==> src/rtl/display_driver_if.sv <==
// Bundles the command/data inputs and segment/digit outputs of the
// multiplexed 7-segment display driver.
//   i_comm [10:0]      : {brightness[2:0], enable mask[3:0], blink mask[3:0]}
//   i_data [SIZE*8-1:0]: byte d is the raw segment pattern of digit d
//   o_seg  [7:0]       : shared segment bus, active-high (bit 7 = dp)
//   o_dig  [SIZE-1:0]  : digit select, one-hot or all-zero, active-high
// master = clock/menu logic side, slave = the display driver.
interface display_driver_if #(
  parameter int SIZE = 4
);
  logic [10:0]         i_comm;
  logic [SIZE*8-1:0]   i_data;
  logic [7:0]          o_seg;
  logic [SIZE-1:0]     o_dig;

  modport master (
    output i_comm,
    output i_data,
    input  o_seg,
    input  o_dig
  );

  modport slave (
    input  i_comm,
    input  i_data,
    output o_seg,
    output o_dig
  );
endinterface

==> src/rtl/display_driver.sv <==
// Multiplexed 7-segment display driver.
// Scans SIZE digits in order 0..SIZE-1. Each digit slot is 8 PWM sub-steps
// of TICK clocks each; a digit is lit on sub-steps s <= brightness, when its
// enable bit is set, and when it is not in the dark half of its blink phase.
// Inputs are used unlatched; outputs are registered (1-cycle latency).
// Ports:
//   i_clk   : system clock, rising edge
//   i_rst_n : asynchronous active-low reset (clears counters and outputs)
//   bus     : display_driver_if slave modport (i_comm, i_data, o_seg, o_dig)
module display_driver #(
  parameter int SIZE       = 4,
  parameter int TICK       = 1,
  parameter int BLINK_LOG2 = 24
) (
  input  logic             i_clk,
  input  logic             i_rst_n,
  display_driver_if.slave  bus
);

  localparam int TW = (TICK > 1) ? $clog2(TICK) : 1;
  localparam int DW = (SIZE > 1) ? $clog2(SIZE) : 1;

  logic [TW-1:0]         t_q, t_d;
  logic [2:0]            s_q, s_d;
  logic [DW-1:0]         d_q, d_d;
  logic [BLINK_LOG2:0]   c_q, c_d;
  logic [7:0]            seg_q, seg_d;
  logic [SIZE-1:0]       dig_q, dig_d;

  logic [3:0]            en_mask;
  logic [3:0]            blink_mask;
  logic [2:0]            bright;
  logic                  lit;

  // Per-digit segment bytes, unpacked for readable selection.
  logic [7:0]            digit_byte [SIZE];

  genvar gi;
  generate
    for (gi = 0; gi < SIZE; gi++) begin : g_bytes
      assign digit_byte[gi] = bus.i_data[gi*8 +: 8];
    end
  endgenerate

  assign bright     = bus.i_comm[10:8];
  assign en_mask    = bus.i_comm[7:4];
  assign blink_mask = bus.i_comm[3:0];

  // Mask bits at or above SIZE are never selected because d_q < SIZE.
  assign lit = en_mask[d_q]
             & ~(blink_mask[d_q] & c_q[BLINK_LOG2])
             & (s_q <= bright);

  // Scan counters: t rolls into s, s rolls into d.
  always_comb begin
    t_d = t_q + 1'b1;
    s_d = s_q;
    d_d = d_q;
    c_d = c_q + 1'b1;
    if (t_q == TW'(TICK - 1)) begin
      t_d = '0;
      s_d = s_q + 3'd1;
      if (s_q == 3'd7) begin
        if (d_q == DW'(SIZE - 1)) begin
          d_d = '0;
        end else begin
          d_d = d_q + 1'b1;
        end
      end
    end
  end

  // Output image computed from the pre-increment scan position.
  always_comb begin
    seg_d = '0;
    dig_d = '0;
    if (lit) begin
      seg_d = digit_byte[d_q];
      dig_d = SIZE'(1) << d_q;
    end
  end

  always_ff @(posedge i_clk or negedge i_rst_n) begin
    if (!i_rst_n) begin
      t_q   <= '0;
      s_q   <= '0;
      d_q   <= '0;
      c_q   <= '0;
      seg_q <= '0;
      dig_q <= '0;
    end else begin
      t_q   <= t_d;
      s_q   <= s_d;
      d_q   <= d_d;
      c_q   <= c_d;
      seg_q <= seg_d;
      dig_q <= dig_d;
    end
  end

  assign bus.o_seg = seg_q;
  assign bus.o_dig = dig_q;

endmodule

==> src/flat_wrapper.sv <==
// flat-port wrapper written by rule: the top's interface ports become plain ports
module display_driver_flat 
#(
  parameter int SIZE       = 4,
  parameter int TICK       = 1,
  parameter int BLINK_LOG2 = 24
)
  (i_clk, i_rst_n, bus_i_comm, bus_i_data, bus_o_seg, bus_o_dig);
  display_driver_if #(.SIZE(SIZE)) bus_i ();
  input  logic i_clk;
  input  logic i_rst_n;
  input wire logic [$bits(bus_i.i_comm)-1:0] bus_i_comm;
  input wire logic [$bits(bus_i.i_data)-1:0] bus_i_data;
  output wire logic [$bits(bus_i.o_seg)-1:0] bus_o_seg;
  output wire logic [$bits(bus_i.o_dig)-1:0] bus_o_dig;
  assign bus_i.i_comm = bus_i_comm;
  assign bus_i.i_data = bus_i_data;
  assign bus_o_seg = bus_i.o_seg;
  assign bus_o_dig = bus_i.o_dig;
  display_driver #(.SIZE(SIZE), .TICK(TICK), .BLINK_LOG2(BLINK_LOG2)) u_core (.i_clk(i_clk), .i_rst_n(i_rst_n), .bus(bus_i));
endmodule
==> config.mk <==
export PLATFORM = sky130hd
export DESIGN_NAME = display_driver_flat
export DESIGN_NICKNAME = d
export VERILOG_FILES = /design/src/rtl/display_driver_if.sv /design/src/rtl/display_driver.sv /design/src/flat_wrapper.sv
export SDC_FILE = /design/constraint.sdc
export NUM_CORES = 1
export LEC_CHECK = 0
export CORE_AREA = 2 2 58 87
export CTS_BUF_LIST = sky130_fd_sc_hd__clkbuf_16
export CTS_CLUSTER_SIZE = 40
export DETAILED_ROUTE_END_ITERATION = 10
export DIE_AREA = 0 0 60 89
export PLACE_DENSITY = 0.83
export SETUP_SLACK_MARGIN = 0.02
export SLEW_MARGIN = 20
export SYNTH_ARGS = -nofsm -noshare
export SYNTH_HDL_FRONTEND = slang
export SYNTH_SLANG_ARGS = --single-unit
export TNS_END_PERCENT = 100
==> constraint.sdc <==
create_clock -name i_clk -period 4.1 [get_ports i_clk]
set_clock_uncertainty 0.05 [all_clocks]
set_input_delay 0.615 -clock i_clk [delete_from_list [all_inputs] [get_ports i_clk]]
set_output_delay 0.615 -clock i_clk [all_outputs]
set_load 0.02 [all_outputs]
# After elaboration in Yosys (flattened, before gate mapping)
# Index checks and enable logic that the tools add are counted.
# op_classes
add_sub_neg,4
order_cmp,3
bitwise_logic,6
shifts,1
mux,11
reduce_logical,1
eq_ne,2
# ops
cell,n
25-bit by 1-bit adder with 25-bit output (second input constant),1
8-bit two-way mux,3
8-bit binary-select mux with 2-bit select,1
1-bit binary-select mux with 2-bit select,2
4-bit two-way mux,1
1-bit by 2-bit left shift with 4-bit output (first input constant),1
3-bit by 1-bit adder with 3-bit output (second input constant),1
1-bit AND,3
3-bit == test (second input constant),1
3-bit greater-or-equal comparator (second input constant),1
3-bit less-or-equal comparator,1
2-bit by 3-bit less-than comparator with 1-bit output (second input constant),1
1-bit two-way mux,3
2-bit NOT with 3-bit output,1
2-bit by 1-bit adder with 2-bit output (second input constant),1
2-bit == test (second input constant),1
2-bit two-way mux,1
1-bit NOT,2
2-bit AND reduction,1
1-bit adder (second input constant),1
# totals
output_inout_bits,12
register_bits,43

# Longest topological paths before layout
# Gate-level depths: netlist (run 1).
# logic_depth
depth_word,7
mapped_depth,7

# Worst setup path before layout (run 1)
# No wires, ideal clock.
# synth_timing
kind,input to register
from,input port bus_i_comm[9]
to,"register u_core.seg_q[1], in the netlist u_core.bus.o_seg[1]"
slack_ns,2.443
cell_stages,6
t_required_ns,3.977
arrival_time_ns,1.534
setup_time_ns,0.073
cell_sequence,inv_1 ha_1 a211oi_1 o21ai_2 buf_4 nor2b_1
# synth_via
elab_chain_len,3
# synth_lines
element,line,rtl
"start, declared",flat_wrapper.sv:12,input wire logic [$bits(bus_i.i_comm)-1:0] bus_i_comm;
3-bit less-or-equal comparator,display_driver.sv:52,& (s_q <= bright);
1-bit AND,display_driver.sv:52,
8-bit two-way mux,display_driver.sv:77,if (lit) begin
named net u_core.seg_d[1],display_driver.sv:27,"logic [7:0] seg_q, seg_d;"
"end signal, assigned",display_driver.sv:96,seg_q <= seg_d;
"end, declared",display_driver.sv:27,
# The timed path passes the listed nets, and every way through them passes these cells.
# A chain may end at the register's enable or synchronous reset.

# Worst setup path after layout (run 1)
# layout_timing
from,input port bus_i_comm[9]
to,"register u_core.seg_q[3], in the netlist u_core.bus.o_seg[3]"
# Same word-level chain as after synthesis.

==> results of run 1 <==
[flip-flops by register name (all words and copies together), names as in the netlist]
register / cells
u_core.bus.o_dig: 4
u_core.bus.o_seg: 8
u_core.c_q: 25
u_core.d_q: 2
u_core.s_q: 3
[critical path, cell delays in order]
cell	delay, ns
clkdlybuf4s50_1	0.45
inv_1	0.04
ha_1	0.29
nand3_1	0.09
o21ai_0	0.10
o21ai_2	0.40
nor2b_1	0.10
[stage by stage]
| stage | util | area [sq um] | cells | power [mW] |
|---|---|---|---|---|
| 2_1_floorplan | - | 2050 | 165 | 0.451 |
| 3_3_place_gp | 0.587 | 2670 | 282 | 0.509 |
| 3_5_place_dp | 0.587 | 2670 | 282 | 0.511 |
| 4_1_cts | 0.617 | 2800 | 290 | 0.873 |
| 5_1_grt | 0.617 | 2800 | 290 | 0.897 |
| 6_report | 0.617 | 2800 | 290 | 0.863 |
[layout by cell type (no fill, tap or decap), types with 2 or more instances in the layout]
cell type	count
dfrtp_1	42
a21boi_0	4
clkdlybuf4s50_1	55
nand4_1	2
nand2_1	8
o21ai_0	3
nor2_1	9
nor3_1	7
xnor2_1	12
nand3_1	8
and4_4	3
clkinv_1	3
ha_1	10
mux4_2	9
nor2b_1	8
clkbuf_16	5
inv_1	16
xor2_1	11
[power groups by stage]
stage | Combinational [mW] | Sequential, mW | Clock, mW
floorplan | 0.0156 | 0.435 | 0
global placement | 0.0804 | 0.429 | 0
detailed placement | 0.0819 | 0.429 | 0
CTS | 0.0820 | 0.422 | 0.370
global route | 0.0882 | 0.422 | 0.387
finish | 0.0805 | 0.422 | 0.361
[final timing paths]
kind / start / end / slack, ns / cells past startpoint
min in group asynchronous: i_rst_n / u_core.c_q[4] / 0.42 / 1
max: bus_i_comm[9] / u_core.bus.o_seg[3] / 2.10 / 7
max reg2reg: u_core.d_q[0] / u_core.bus.o_seg[3] / 2.27 / 3
max in group asynchronous: i_rst_n / u_core.c_q[22] / 3.03 / 1
min reg2reg: u_core.s_q[0] / u_core.s_q[0] / 0.40 / 1
min: u_core.s_q[0] / u_core.s_q[0] / 0.40 / 1
[layout make-up]
type / instances / area share
Multi-Input combinational cell: 104 / 0.328
Timing Repair Buffer: 56 / 0.198
Clock buffer: 5 / 0.0446
Tap cell: 64 / 0.0286
Inverter: 16 / 0.0214
Clock inverter: 3 / 0.00402
Sequential cell: 42 / 0.375
[metal layers]
| metal | track usage | wire [um] | vias up |
|---|---|---|---|
| met1 | 0.202 | 1520 | 672 |
| met5 | 0 | 0 | - |
| met3 | 0.0420 | 190 | 10 |
| met2 | 0.261 | 1890 | 52 |
| li1 | - | - | 681 |
| met4 | 0.0646 | 88 | 0 |
[logic make-up after synthesis]
family          share of synthesized area
compound gates                     0.0299
xor+xnor                           0.0982
fa+ha+maj                          0.0610
buf+inv                            0.0390
flops                               0.512
mux                                0.0988
simple gates                        0.161
==> metrics.yaml, run 1 <==
synthesis:
  synthArstFlopShare: 1.00
  synthTopCellsByArea: "dfrtp_1 51%, mux4_2 9.9%, ha_1 6.1%"
  ys_types: 27
  ys.flop_type: "dfrtp_1"
  seq_area_frac_synth: 0.512
  synthesis.area_sq_mm: 0.00205
  syn_nets: 220
  synth_most_common_cell: "dfrtp_1"
  yosys.area.top_type: "dfrtp_1"
  avgSynthCellArea_sq_um: 12.4
  synth-edff-count: 0
  ys_seq_elements: 42
  synthDominantCellAreaShare: 0.512
  ys_warn_count: 0
  synth_common_cells: "42 x dfrtp_1, 16 x inv_1, 12 x xnor2_1"
  syn_inst: 165
cells_and_area:
  nNetsFinal: 280
  synthToLayoutAreaGrowth_pct: 36.6
  multi_input_area_sq_um: 921
  n_fill_cell: 371
  seqCellArea_sq_mm: 0.00105
  drive_above_1_share: 0.106
  n_antenna_cell: 0
drt:
  drtPass1Iterations: 4
  routed_wl_um: 3700
  postRouteAntennaNets: 0
  viasPerCell: 4.88
  drt_iter0_markers: 34
  routedWlPerCell_um: 12.7
  drc: 0
  num_vias: 1415
clock_network:
  cts_max_path_buffers: 2
  cts_setup_buffers: 0
  cts_tree: "done"
  insertion_delay_ns: 0.28
  clk_pin_slew_ns: 0.05
  cts_sinks: 42
  cts_buffers: 5
  cts-resized-gates: 0
  root_buffer: "clkbuf_16"
  cts-hold-fix-buffers: 0
  htreeDepth: 2
die:
  initial_core_util: 0.452
  die_w_um: 60
  die_y_um: 89
  num_rows: 30
  dieArea_sq_mm: 0.00534
  ios: 57
  core_area_sq_mm: 0.00454
power_and_ir_drop:
  switching_share: 0.198
  p_seq_frac: 0.488
  p_sw_mw: 0.171
  peakVddDrop_v: 0.000163
  internal_power_mw: 0.692
  power.density_mw_per_mm2: 308
  p_comb_frac: 0.093
  cellLeakagePower_nw: 1.26
  clkPwrFrac: 0.418
timing:
  tns_ns: 0
  holdWs_ns: 0.395
  timing.fmax_mhz: 501
  period_needed_ns: 2.00
  fin_ws_ns: 2.10
  setup_viol: 0
  hold_viol: 0
  rsz0062_at_grt: "false"
  tightest_slew_ns: 0.898
  fin_crit_sh: 0.487
  slew_viol_final: 0
  relSlewSlack: 0.402
global_routing:
  grt_pass1_wl_um: 6430
  first_global_vias: 1420
  grt_max_degree: 43
  overflow: 0
  grt_usage: 0.161
  antenna_found_initial: 0
critical_path:
  crit_path_start_kind: "input port"
  cp_data_required_time_ns: 4.19
  path_class: "in2reg"
  crit_fanout: 12
  arrival_ns: 2.09
  endpoint_kind: "register"
placement:
  gp_congestion: 0.705
  place_hpwl_um: 2880
  dp_slack_ns: 1.82
  portBuffers: 56
run_status:
  status: "finished clean"
job:
  maxCapViolCount: 0
hold_path:
  hold_path.class: "reg2reg"
Note: power is estimated with default switching activity, not from simulation.
==> run 2, diff against run 1 <==
Clock period 4.1 ns to 2.05 ns, I/O delays scaled along.
==> metrics.yaml, run 2 (synthesized netlist as in run 1, its figures left out) <==
clock_network:
  cts_setup_buffers: 0
  cts-hold-fix-buffers: 1
  htreeDepth: 2
  clk_pin_slew_ns: 0.05
  cts-resized-gates: 0
  cts_sinks: 42
  root_buffer: "clkbuf_16"
  insertion_delay_ns: 0.28
  cts_tree: "done"
  cts_max_path_buffers: 2
  cts_buffers: 5
power_and_ir_drop:
  peakVddDrop_v: 0.000451
  power.density_mw_per_mm2: 611
  p_comb_frac: 0.096
  internal_power_mw: 1.39
  clkPwrFrac: 0.418
  cellLeakagePower_nw: 1.28
  switching_share: 0.199
  p_seq_frac: 0.486
  p_sw_mw: 0.346
global_routing:
  grt_usage: 0.159
  overflow: 0
  first_global_vias: 1463
  grt_max_degree: 43
  antenna_found_initial: 0
  grt_pass1_wl_um: 6350
critical_path:
  crit_chain: "clkdlybuf4s50_1, inv_1, ha_1, nand3_1, o21ai_0, o21ai_2, nor2b_1"
  cp_data_required_time_ns: 2.14
  crit_buf_inv: 2
  worst_path_dominant_cell_family: "buffers and inverters"
  cp_slowest_stage_delay_ns: 0.46
  r2r_start: "u_core.d_q[1]"
  arrival_ns: 1.78
  cp_slowest_cell: "clkdlybuf4s50_1"
  rr_endpoint: "u_core.bus.o_seg[7]"
  crit_fanout: 12
  startpoint: "bus_i_comm[9]"
  path_class: "in2reg"
  reg2reg_slack_ns: 0.47
  crit_path_start_kind: "input port"
  endpoint_kind: "register"
  reg2reg_depth: 4
drt:
  num_vias: 1422
  drc: 0
  postRouteAntennaNets: 0
  drt_iter0_markers: 20
  drtPass1Iterations: 4
  routedWlPerCell_um: 12.4
  routed_wl_um: 3640
  viasPerCell: 4.85
placement:
  portBuffers: 56
  place_hpwl_um: 2910
  dp_cells: 284
  placed_area_sq_mm: 0.00270
  gp_congestion: 0.749
  dp_slack_ns: 0.0374
timing:
  rsz0062_at_grt: "false"
  tns_ns: 0
  hold_viol: 0
  relSlewSlack: 0.697
  setup_viol: 0
  fin_crit_sh: 0.822
  holdWs_ns: 0.401
  tightest_slew_ns: 0.454
  period_needed_ns: 1.69
  fin_ws_ns: 0.364
  slew_viol_final: 0
  timing.fmax_mhz: 593
die:
  core_area_sq_mm: 0.00454
  ios: 57
  die_w_um: 60
  dieArea_sq_mm: 0.00534
  die_y_um: 89
  initial_core_util: 0.452
  num_rows: 30
cells_and_area:
  final_cell_area_sq_mm: 0.00284
  n_fill_cell: 351
  final_common_cell: "clkdlybuf4s50_1"
  drive_above_1_share: 0.114
  multi_input_area_sq_um: 921
  synthToLayoutAreaGrowth_pct: 38.5
  nNetsFinal: 283
  seqCellArea_sq_mm: 0.00105
  instances_no_fill: 293
  regMostFlops: "u_core.c_q"
  layout_common_cells: "55 x clkdlybuf4s50_1, 42 x dfrtp_1, 16 x inv_1"
  n_antenna_cell: 0
  largest_register_ffs: 25
hold_path:
  min_to: "u_core.s_q[0]"
  hold_start: "u_core.s_q[0]"
  hold_path.class: "reg2reg"
  holdPathStages: 1
job:
  maxCapViolCount: 0
run_status:
  status: "finished clean"
==> run 2: cell type report <==
type                    instances  share of cell area
clock buffers                   5              0.0440
clock inverters                 3             0.00396
inverters                      16              0.0211
multi-input cells             104               0.324
flip-flops and latches         42               0.370
well taps                      64              0.0282
repair buffers                 59               0.209
==> run 2: how the worst max path moves through the flow <==
stage / end / slack, ns / depth (start not counted)
2_1_floorplan: u_core.bus.o_seg[1] / 0.51 / 5
3_3_place_gp: u_core.bus.o_seg[1] / 0.12 / 7
3_5_place_dp: u_core.bus.o_seg[3] / 0.04 / 7
4_1_cts: u_core.bus.o_seg[3] / 0.33 / 7
5_1_grt: u_core.bus.o_seg[7] / 0.24 / 7
6_report: u_core.bus.o_seg[7] / 0.36 / 7
==> run 2: metal layers <==
layer,global-route usage,routed length [um],vias up
met5,0,0,-
met4,0.0747,112,0
met3,0.0420,171,11
met2,0.265,1860,44
met1,0.190,1500,679
li1,-,-,688
==> run 2: power groups by stage <==
| stage | combinational, mW | sequential, mW | clock [mW] |
|---|---|---|---|
| 4_1_cts | 0.171 | 0.843 | 0.736 |
| 2_1_floorplan | 0.0313 | 0.870 | 0 |
| 3_5_place_dp | 0.169 | 0.858 | 0 |
| 5_1_grt | 0.183 | 0.843 | 0.782 |
| 3_3_place_gp | 0.166 | 0.858 | 0 |
| 6_report | 0.167 | 0.843 | 0.725 |
==> run 2: through the flow <==
step                total power [mW]  utilization
floorplan                      0.901            -
global placement                1.02        0.593
detailed placement              1.03        0.593
CTS                             1.75        0.626
global route                    1.81        0.626
finish                          1.74        0.626
==> run 3, diff against run 2 <==
Clock period 2.05 ns to 1.6 ns, I/O delays scaled along.
==> metrics.yaml, run 3 (synthesized netlist as in run 1, its figures left out) <==
drt:
  drt_iter0_markers: 19
  drtPass1Iterations: 4
  viasPerCell: 4.75
  postRouteAntennaNets: 0
  num_vias: 1415
  routed_wl_um: 3750
  routedWlPerCell_um: 12.6
  drc: 0
hold_path:
  hold_path.class: "in2async"
critical_path:
  arrival_ns: 1.67
  crit_path_start_kind: "input port"
  crit_fanout: 12
  cp_data_required_time_ns: 1.75
  endpoint_kind: "register"
  path_class: "in2reg"
timing:
  setup_viol: 0
  fin_ws_ns: 0.0798
  timing.fmax_mhz: 658
  rsz0062_at_grt: "true"
  tightest_slew_ns: 0.423
  slew_viol_final: 0
  hold_viol: 0
  fin_crit_sh: 0.950
  period_needed_ns: 1.52
  relSlewSlack: 0.718
global_routing:
  overflow: 0
  antenna_found_initial: 0
  grt_max_degree: 27
  grt_usage: 0.169
  grt_pass1_wl_um: 6810
  first_global_vias: 1591
cells_and_area:
  final_common_cell: "clkdlybuf4s50_1"
  final_cell_area_sq_mm: 0.00291
  regMostFlops: "u_core.c_q"
  drive_above_1_share: 0.137
  synthToLayoutAreaGrowth_pct: 41.6
  largest_register_ffs: 25
  nNetsFinal: 288
  instances_no_fill: 298
  n_antenna_cell: 0
  layout_common_cells: "55 x clkdlybuf4s50_1, 42 x dfrtp_1, 17 x inv_1"
die:
  num_rows: 30
  die_w_um: 60
  initial_core_util: 0.452
  ios: 57
  die_y_um: 89
  dieArea_sq_mm: 0.00534
  core_area_sq_mm: 0.00454
placement:
  dp_cells: 287
  gp_congestion: 0.738
  dp_slack_ns: -0.341
  portBuffers: 56
  place_hpwl_um: 2990
  placed_area_sq_mm: 0.00273
power_and_ir_drop:
  power.density_mw_per_mm2: 769
  peakVddDrop_v: 0.000706
  cellLeakagePower_nw: 1.32
run_status:
  status: "finished clean"
job:
  maxCapViolCount: 0
clock_network:
  htreeDepth: 2
  clk_pin_slew_ns: 0.06
  cts-resized-gates: 0
  root_buffer: "clkbuf_16"
  insertion_delay_ns: 0.28
  cts_sinks: 42
  cts_buffers: 5
  cts_max_path_buffers: 2
  cts_tree: "done"
[run 3: worst paths after layout]
check	startpoint	to	slack (ns)	cells past startpoint
worst min-delay path	i_rst_n	u_core.c_q[14]	0.38	2
worst max-delay path	bus_i_comm[9]	u_core.bus.o_seg[0]	0.08	7
min in group i_clk	u_core.s_q[0]	u_core.s_q[0]	0.40	1
worst min register to register	u_core.s_q[0]	u_core.s_q[0]	0.40	1
worst max register to register	u_core.c_q[4]	u_core.c_q[15]	0.10	4
max in group asynchronous	i_rst_n	u_core.s_q[0]	0.65	3
[run 3: cell type report]
cell class / instances / area (sq um)
clock inverter: 3 / 12.5
clock buffer: 5 / 125
sequential: 42 / 1050
fill: 353 / 1640
tap: 64 / 80.1
timing repair buffer: 64 / 656
inverter: 16 / 60.1
multi-input combinational: 104 / 921
[run 3: repair_timing]
item                                   CTS  global route
buffers inserted                         1             1
pin swaps                                1             0
setup endpoints to repair               12             2
hold buffers                             1             0
endpoints found under the hold margin   16             0
[run 3: critical path, cell delays in order]
cell and delay [ns]:
clkdlybuf4s50_1 0.45, inv_1 0.04, ha_1 0.29, a211oi_1 0.28, o21ai_2 0.11, buf_12 0.15, nor2b_1 0.12
[run 3: per-stage QoR]
stage          TNS, ns  utilization  hold slack (ns)  power, mW
4_1_cts              0        0.638            0.387       2.26
6_report             0        0.640            0.376       2.23
5_1_grt              0        0.640            0.405       2.32
3_5_place_dp     -3.73        0.601            0.147       1.32
3_3_place_gp     -3.09        0.601            0.151       1.31
2_1_floorplan        0            -           -0.106       1.15
[run 3: metal layers]
| metal | track usage | wire, um |
|---|---|---|
| met2 | 0.298 | 2020 |
| met1 | 0.197 | 1490 |
| met4 | 0.0525 | 65 |
| met5 | 0 | 0 |
| met3 | 0.0420 | 174 |
[run 3: power breakdown]
group / switching [mW] / internal [mW]
Clock: 0.369 / 0.563
Sequential: 0.00457 / 1.08
Combinational: 0.0723 / 0.151
Total: 0.445 / 1.79
